$ cat src/rtl/receptor_16_uc.sv
// receptor_16_uc: control unit that assembles two received UART bytes into one 16-bit word (optional parity check via RECEPTOR_16_PARITY_CHECK_EN)
module receptor_16_uc #(
  parameter int TIMEOUT_CYCLES = 1_000_000,
  parameter bit HIGH_FIRST     = 1'b1
) (
  input  logic       i_clock,
  input  logic       i_reset,
  input  logic       i_iniciar,
  input  logic       i_fim_receber,
  input  logic       i_parity_ok,
  output logic       o_load_data_high,
  output logic       o_load_data_low,
  output logic       o_pronto,
  output logic       o_erro,
  output logic       o_timeout,
  output logic [3:0] o_db_estado
);
  typedef enum logic [3:0] {
    INICIAL   = 4'd0,
    ESPERA_1  = 4'd1,
    CARREGA_1 = 4'd2,
    ESPERA_2  = 4'd3,
    CARREGA_2 = 4'd4,
    PRONTO    = 4'd5,
    ERRO      = 4'd15
  } state_t;
  localparam int CW = ($clog2(TIMEOUT_CYCLES + 1) < 1) ? 1 : $clog2(TIMEOUT_CYCLES + 1);
  localparam logic [CW-1:0] TO_LAST = CW'((TIMEOUT_CYCLES == 0) ? 0 : TIMEOUT_CYCLES - 1);
  localparam logic [CW-1:0] TO_MAX  = CW'(TIMEOUT_CYCLES);
`ifdef RECEPTOR_16_PARITY_CHECK_EN
  localparam bit PAR_EN = 1'b1;
`else
  localparam bit PAR_EN = 1'b0;
`endif
  state_t          r_state;
  state_t          w_next;
  logic [CW-1:0]   r_cnt;
  logic            r_to;
  logic            w_bad;
  logic            w_to_hit;
  assign w_bad    = PAR_EN && !i_parity_ok;
  assign w_to_hit = (TIMEOUT_CYCLES != 0) && (r_cnt == TO_LAST);
  // state register, inter-byte counter and timeout-cause flag
  always_ff @(posedge i_clock or negedge i_reset) begin
    if (!i_reset) begin
      r_state <= INICIAL;
      r_cnt   <= '0;
      r_to    <= 1'b0;
    end else begin
      r_state <= w_next;
      r_cnt   <= (r_state == CARREGA_1) ? '0 :
                 (r_state == ESPERA_2 && r_cnt != TO_MAX) ? r_cnt + 1'b1 : r_cnt;
      r_to    <= (r_state == ESPERA_2 && !i_fim_receber && w_to_hit) ? 1'b1 :
                 (r_state == ERRO && !i_iniciar) ? r_to : 1'b0;
    end
  end
  // next state; a byte arriving on the last allowed cycle beats the timeout
  always_comb begin
    w_next = INICIAL;
    case (r_state)
      INICIAL:   w_next = i_iniciar ? ESPERA_1 : INICIAL;
      ESPERA_1:  w_next = !i_fim_receber ? ESPERA_1 : w_bad ? ERRO : CARREGA_1;
      CARREGA_1: w_next = ESPERA_2;
      ESPERA_2:  w_next = i_fim_receber ? (w_bad ? ERRO : CARREGA_2) : w_to_hit ? ERRO : ESPERA_2;
      CARREGA_2: w_next = PRONTO;
      PRONTO:    w_next = INICIAL;
      ERRO:      w_next = i_iniciar ? ESPERA_1 : ERRO;
      default:   w_next = INICIAL;
    endcase
  end
  assign o_load_data_high = HIGH_FIRST ? (r_state == CARREGA_1) : (r_state == CARREGA_2);
  assign o_load_data_low  = HIGH_FIRST ? (r_state == CARREGA_2) : (r_state == CARREGA_1);
  assign o_pronto         = (r_state == PRONTO);
  assign o_erro           = (r_state == ERRO);
  assign o_timeout        = (r_state == ERRO) && r_to;
  assign o_db_estado      = r_state;
endmodule

$ cat config.mk
export PLATFORM = sky130hd
export DESIGN_NAME = receptor_16_uc
export DESIGN_NICKNAME = d
export VERILOG_FILES = /design/src/rtl/receptor_16_uc.sv
export SDC_FILE = /design/constraint.sdc
export NUM_CORES = 1
export LEC_CHECK = 0
export BUFFER_PORTS_ARGS = -buffer_cell sky130_fd_sc_hd__buf_2
export CAP_MARGIN = 10
export CORE_MARGIN = 5
export CORE_UTILIZATION = 55
export DETAILED_ROUTE_END_ITERATION = 16
export GPL_ROUTABILITY_DRIVEN = 0
export GPL_TIMING_DRIVEN = 0
export PLACE_DENSITY_LB_ADDON = 0.15
export SETUP_SLACK_MARGIN = 0.1
export SKIP_CTS_REPAIR_TIMING = 1
export SYNTH_ARGS = -nofsm -noshare
export SYNTH_HDL_FRONTEND = slang
export SYNTH_SLANG_ARGS = --single-unit
$ cat constraint.sdc
create_clock -name i_clock -period 2.9 [get_ports i_clock]
set_input_delay 0.58 -clock i_clock [delete_from_list [all_inputs] [get_ports i_clock]]
set_output_delay 0.58 -clock i_clock [all_outputs]
set_load 0.005 [all_outputs]
Yosys cells after proc, flatten, opt, wreduce, memory -nomap -nowiden

Index checks and enable logic that the tools add are counted.

Reduce and logical (&&, ||, !) cells: 9
Multiplexer cells: 10
Equal/unequal tests: 9
Add/sub/neg operators: 1

Operator list:

| cell                                                            | number |
|---|---|
| 20-bit 2-to-1 mux                                               | 2 |
| 4-bit one-hot mux with 6 select lines                           | 1 |
| 20-bit by 1-bit adder with 20-bit output, second input constant | 1 |
| 20-bit == test, second input constant                           | 1 |
| 20-bit != test, second input constant                           | 1 |
| 4-bit 2-to-1 mux                                                | 3 |
| 4-bit by 2-bit == test with 1-bit output, second input constant | 2 |
| 4-bit by 3-bit == test with 1-bit output, second input constant | 2 |
| 1-bit logical AND                                               | 5 |
| 4-bit by 1-bit == test with 1-bit output, second input constant | 1 |
| 4-bit == test, second input constant                            | 1 |
| 4-bit logical NOT                                               | 1 |
| 1-bit 2-to-1 mux                                                | 3 |
| 1-bit logical NOT                                               | 2 |
| 2-bit 2-to-1 mux                                                | 1 |
| 2-bit != test, second input constant                            | 1 |
| 2-bit nonzero test                                              | 1 |

Flip-flop bits (word level): 25
Word-level logic and storage cells: 32
Bits of input ports: 5
Output and inout port bits: 9

Depth between registers and ports, before layout

Depth after elaboration: 4
Mapped depth: 6

Worst setup path before layout

No wires, ideal clock.

Path type: register to output
From: reg r_state[1] (netlist: o_db_estado[1])
To: out o_load_data_high
Path slack: 0.770 ns
Path buffers: 3
Cell stages (with the launch flop): 5
Arrival: 1.550 ns
Required time: 2.320 ns
Cell sequence: dfrtp_1 -> clkbuf_1 -> nor4b_1 -> clkbuf_1 -> clkbuf_1

Longest elaborated chain between the ends: 1

Ends and longest elaborated chain:

| item                                     | RTL line | text |
|---|---|---|
| start, declared                          | 35       | `state_t r_state;` |
| start signal, assigned                   | 50       | `r_state <= w_next;` |
| 4-bit by 2-bit == test with 1-bit output | --       |  |
| end, declared                            | 11       | `output logic o_load_data_high,` |

Every way passes these cells.

Worst setup path after layout

Same ends and word-level chain as after synthesis.

==> results.py <==
metrics = {
    "run_status": {
        "status": "finished clean",
    },
    "worst_setup_path": {
        "worst-path-max-fanout": 19,
        "arrival_ps": 1970,
        "cpMostUsedCell": "buf_2",
        "critical_path.cell_chain": "clkbuf_1, nor4b_2, buf_2, buf_2",
        "r2r_setup_slack_ps": 740,
        "rr_startpoint": "r_cnt[7]",
        "cp-end-kind": "output pin",
        "start_kind": "register",
        "slowest_delay_ps": 400,
        "r2r_end": "r_cnt[1]",
        "worst_path_max_delay_cell": "buf_2",
        "required_ps": 2320,
        "critPathKind": "reg2out",
        "reg2regPathDepth": 4,
    },
    "detailed_routing": {
        "ant_nets": 0,
        "vias": 1231,
        "drtIter0Drc": 48,
        "dr.pass1.iters": 4,
        "routed_wl_mm": 2.98,
        "via_per_inst": 6.22,
        "drc": 0,
        "wl_per_cell_um": 15.0,
    },
    "power_and_ir_drop": {
        "clock_power_share": 0.175,
        "swShare": 0.364,
        "ir_worst_vdd_v": 0.000442,
        "p_per_area_nw_per_um2": 582,
        "p_leak_nw": 0.641,
        "power.net_switching_mw": 0.322,
        "p_seq_frac": 0.473,
        "p_int_mw": 0.562,
        "power_frac_comb": 0.352,
    },
    "floorplan": {
        "initial_utilization": 0.567,
        "core_area_um2": 2450,
        "num_io_pins": 14,
        "die_w_um": 60.3,
        "die_y_um": 60.3,
        "row_count": 18,
        "die_area_um2": 3640,
    },
    "final_layout": {
        "areaGrowthSynthToFinish_pct": 9.16,
        "nFillCells": 217,
        "diodes": 0,
        "layout_common_cells": "25 x dfrtp_1, 15 x buf_2, 13 x a21oi_1",
        "drive_gt1_frac": 0.137,
        "post-route-util": 0.619,
        "fin_nets": 176,
        "final_common_cell": "dfrtp_1",
    },
    "global_route": {
        "antenna_found_initial": 0,
        "grt_max_degree": 26,
        "grt_pass1_wl_mm": 5.12,
        "grtUsageTotal": 0.183,
        "gr-total-overflow": 0,
        "first_global_vias": 1139,
    },
    "yosys": {
        "synth_edf_count": 0,
        "netlist_area_um2": 1390,
        "avgSynthCellArea_um2": 9.10,
        "syn_inst": 153,
        "yosysTopAreaCell": "dfrtp_1",
        "ys_seq_area_frac": 0.449,
        "ys_async_sr_fraction": 1.00,
        "ys_warn_count": 0,
        "synthTopCellsByArea": "dfrtp_1 45%, a21oi_1 4.7%, o21ai_0 4.0%, nand3_1 3.6%, or3_1 3.6%",
        "netlist.area_leader.share": 0.449,
        "ys_ff_latch": 25,
        "synth_top_flop_cell": "dfrtp_1",
        "ys_types": 36,
        "synthesis.nets": 160,
    },
    "sta": {
        "timing.hold.ws_ps": 232,
        "drv_slew": 0,
        "setup_viol": 0,
        "skew_ps": 1.11,
        "max_freq_mhz": 393,
        "rsz0062_at_grt": "no",
        "relSlewSlack": 0.632,
        "hold_viol_final": 0,
        "worst_pin_slew_ps": 552,
        "layout_setup_ws_ps": 353,
        "post-route-period-util": 0.878,
        "fin_setup_tns_ps": 0,
        "fin_crit_ps": 2550,
    },
    "placement": {
        "numPortBuffers": 12,
        "dp_hpwl_mm": 2.15,
        "dp_slack_ps": 149,
    },
    "job": {
        "max_cap_viol_count": 0,
    },
    "worst_hold_path": {
        "hp-class": "in2async",
    },
    "clock_network": {
        "cts_buffers": 3,
        "clock_path_buffers": 2,
        "tritoncts": "yes",
        "cts_sinks": 25,
        "htreeDepth": 1,
        "path_clk_slew_ps": 130,
        "worstSkewPairLatency_ps": 310,
        "root_buffer": "clkbuf_4",
    },
}
## power groups by stage
stage | Combinational, mW | Sequential, mW | Clock (mW)
floorplan | 0.218 | 0.420 | 0
global placement | 0.301 | 0.421 | 0
detailed placement | 0.311 | 0.426 | 0
CTS | 0.312 | 0.418 | 0.163
global route | 0.352 | 0.428 | 0.176
finish | 0.311 | 0.418 | 0.155
## stage by stage
stage               area (µm²)  cells  total power [mW]
global placement          1490    195             0.722
floorplan                 1390    153             0.638
finish                    1520    198             0.884
global route              1520    198             0.956
detailed placement        1490    195             0.737
CTS                       1520    199             0.893
## worst max path at each step
stage / slack [ps] / to / startpoint / depth (start not counted)
after floorplan: 770 / o_load_data_high / o_db_estado[1] / 4
after global placement: 200 / o_load_data_high / o_db_estado[1] / 5
after detailed placement: 150 / o_load_data_high / o_db_estado[1] / 5
after CTS: -230 / o_load_data_high / o_db_estado[1] / 5
after global routing: 130 / o_load_data_high / o_db_estado[1] / 4
final: 350 / o_load_data_high / o_db_estado[1] / 4
## routing by layer
metal,global-route usage,share of wire
met1,0.222,0.43
met2,0.336,0.53
met5,0,0
met4,0.0475,0.0087
met3,0.0259,0.034
## critical path: cells and delay by family, from the launching register on
kind | cells | cell delay [ps]
AND/OR/NAND/NOR | 1 | 360
flip-flops | 1 | 390
buffers and inverters | 3 | 890
## flip-flops by register name (all words and copies together), names as in the netlist
name,cells
r_to,1
o_db_estado,4
r_cnt,20
## kinds of logic after synthesis
family / after synthesis / synth area share
flops: 25 / 0.449
simple gates: 69 / 0.293
xor+xnor: 6 / 0.0377
buf+inv: 14 / 0.0395
compound gates: 36 / 0.155
fa+ha+maj: 2 / 0.0180
mux: 1 / 0.00809
## area by class of cell
cell class                      instances  area [µm²]  area share
Clock buffer                            4        26.3      0.0173
Buffer                                  8        33.8      0.0222
Inverter                                5        18.8      0.0123
Multi-Input combinational cell        114         718       0.472
Timing Repair Buffer                   12        60.1      0.0395
Tap cell                               30        37.5      0.0247
Sequential cell                        25         626       0.412
## cell usage after synthesis (2+ instances only)
| cell type | n |
|---|---|
| nand3_1 | 10 |
| nand4_1 | 7 |
| xor2_1 | 5 |
| nor3_1 | 5 |
| nor4b_1 | 2 |
| ha_1 | 2 |
| nor4_1 | 2 |
| buf_2 | 2 |
| a21oi_1 | 13 |
| inv_1 | 5 |
| o21ai_0 | 11 |
| or4_1 | 4 |
| clkbuf_1 | 7 |
| and2_1 | 3 |
| and4_1 | 2 |
| nor2_1 | 9 |
| o31ai_1 | 6 |
| nand2_1 | 8 |
| and3_1 | 2 |
| dfrtp_1 | 25 |
| or3_1 | 8 |
Note: power is estimated with default switching activity, not from simulation.
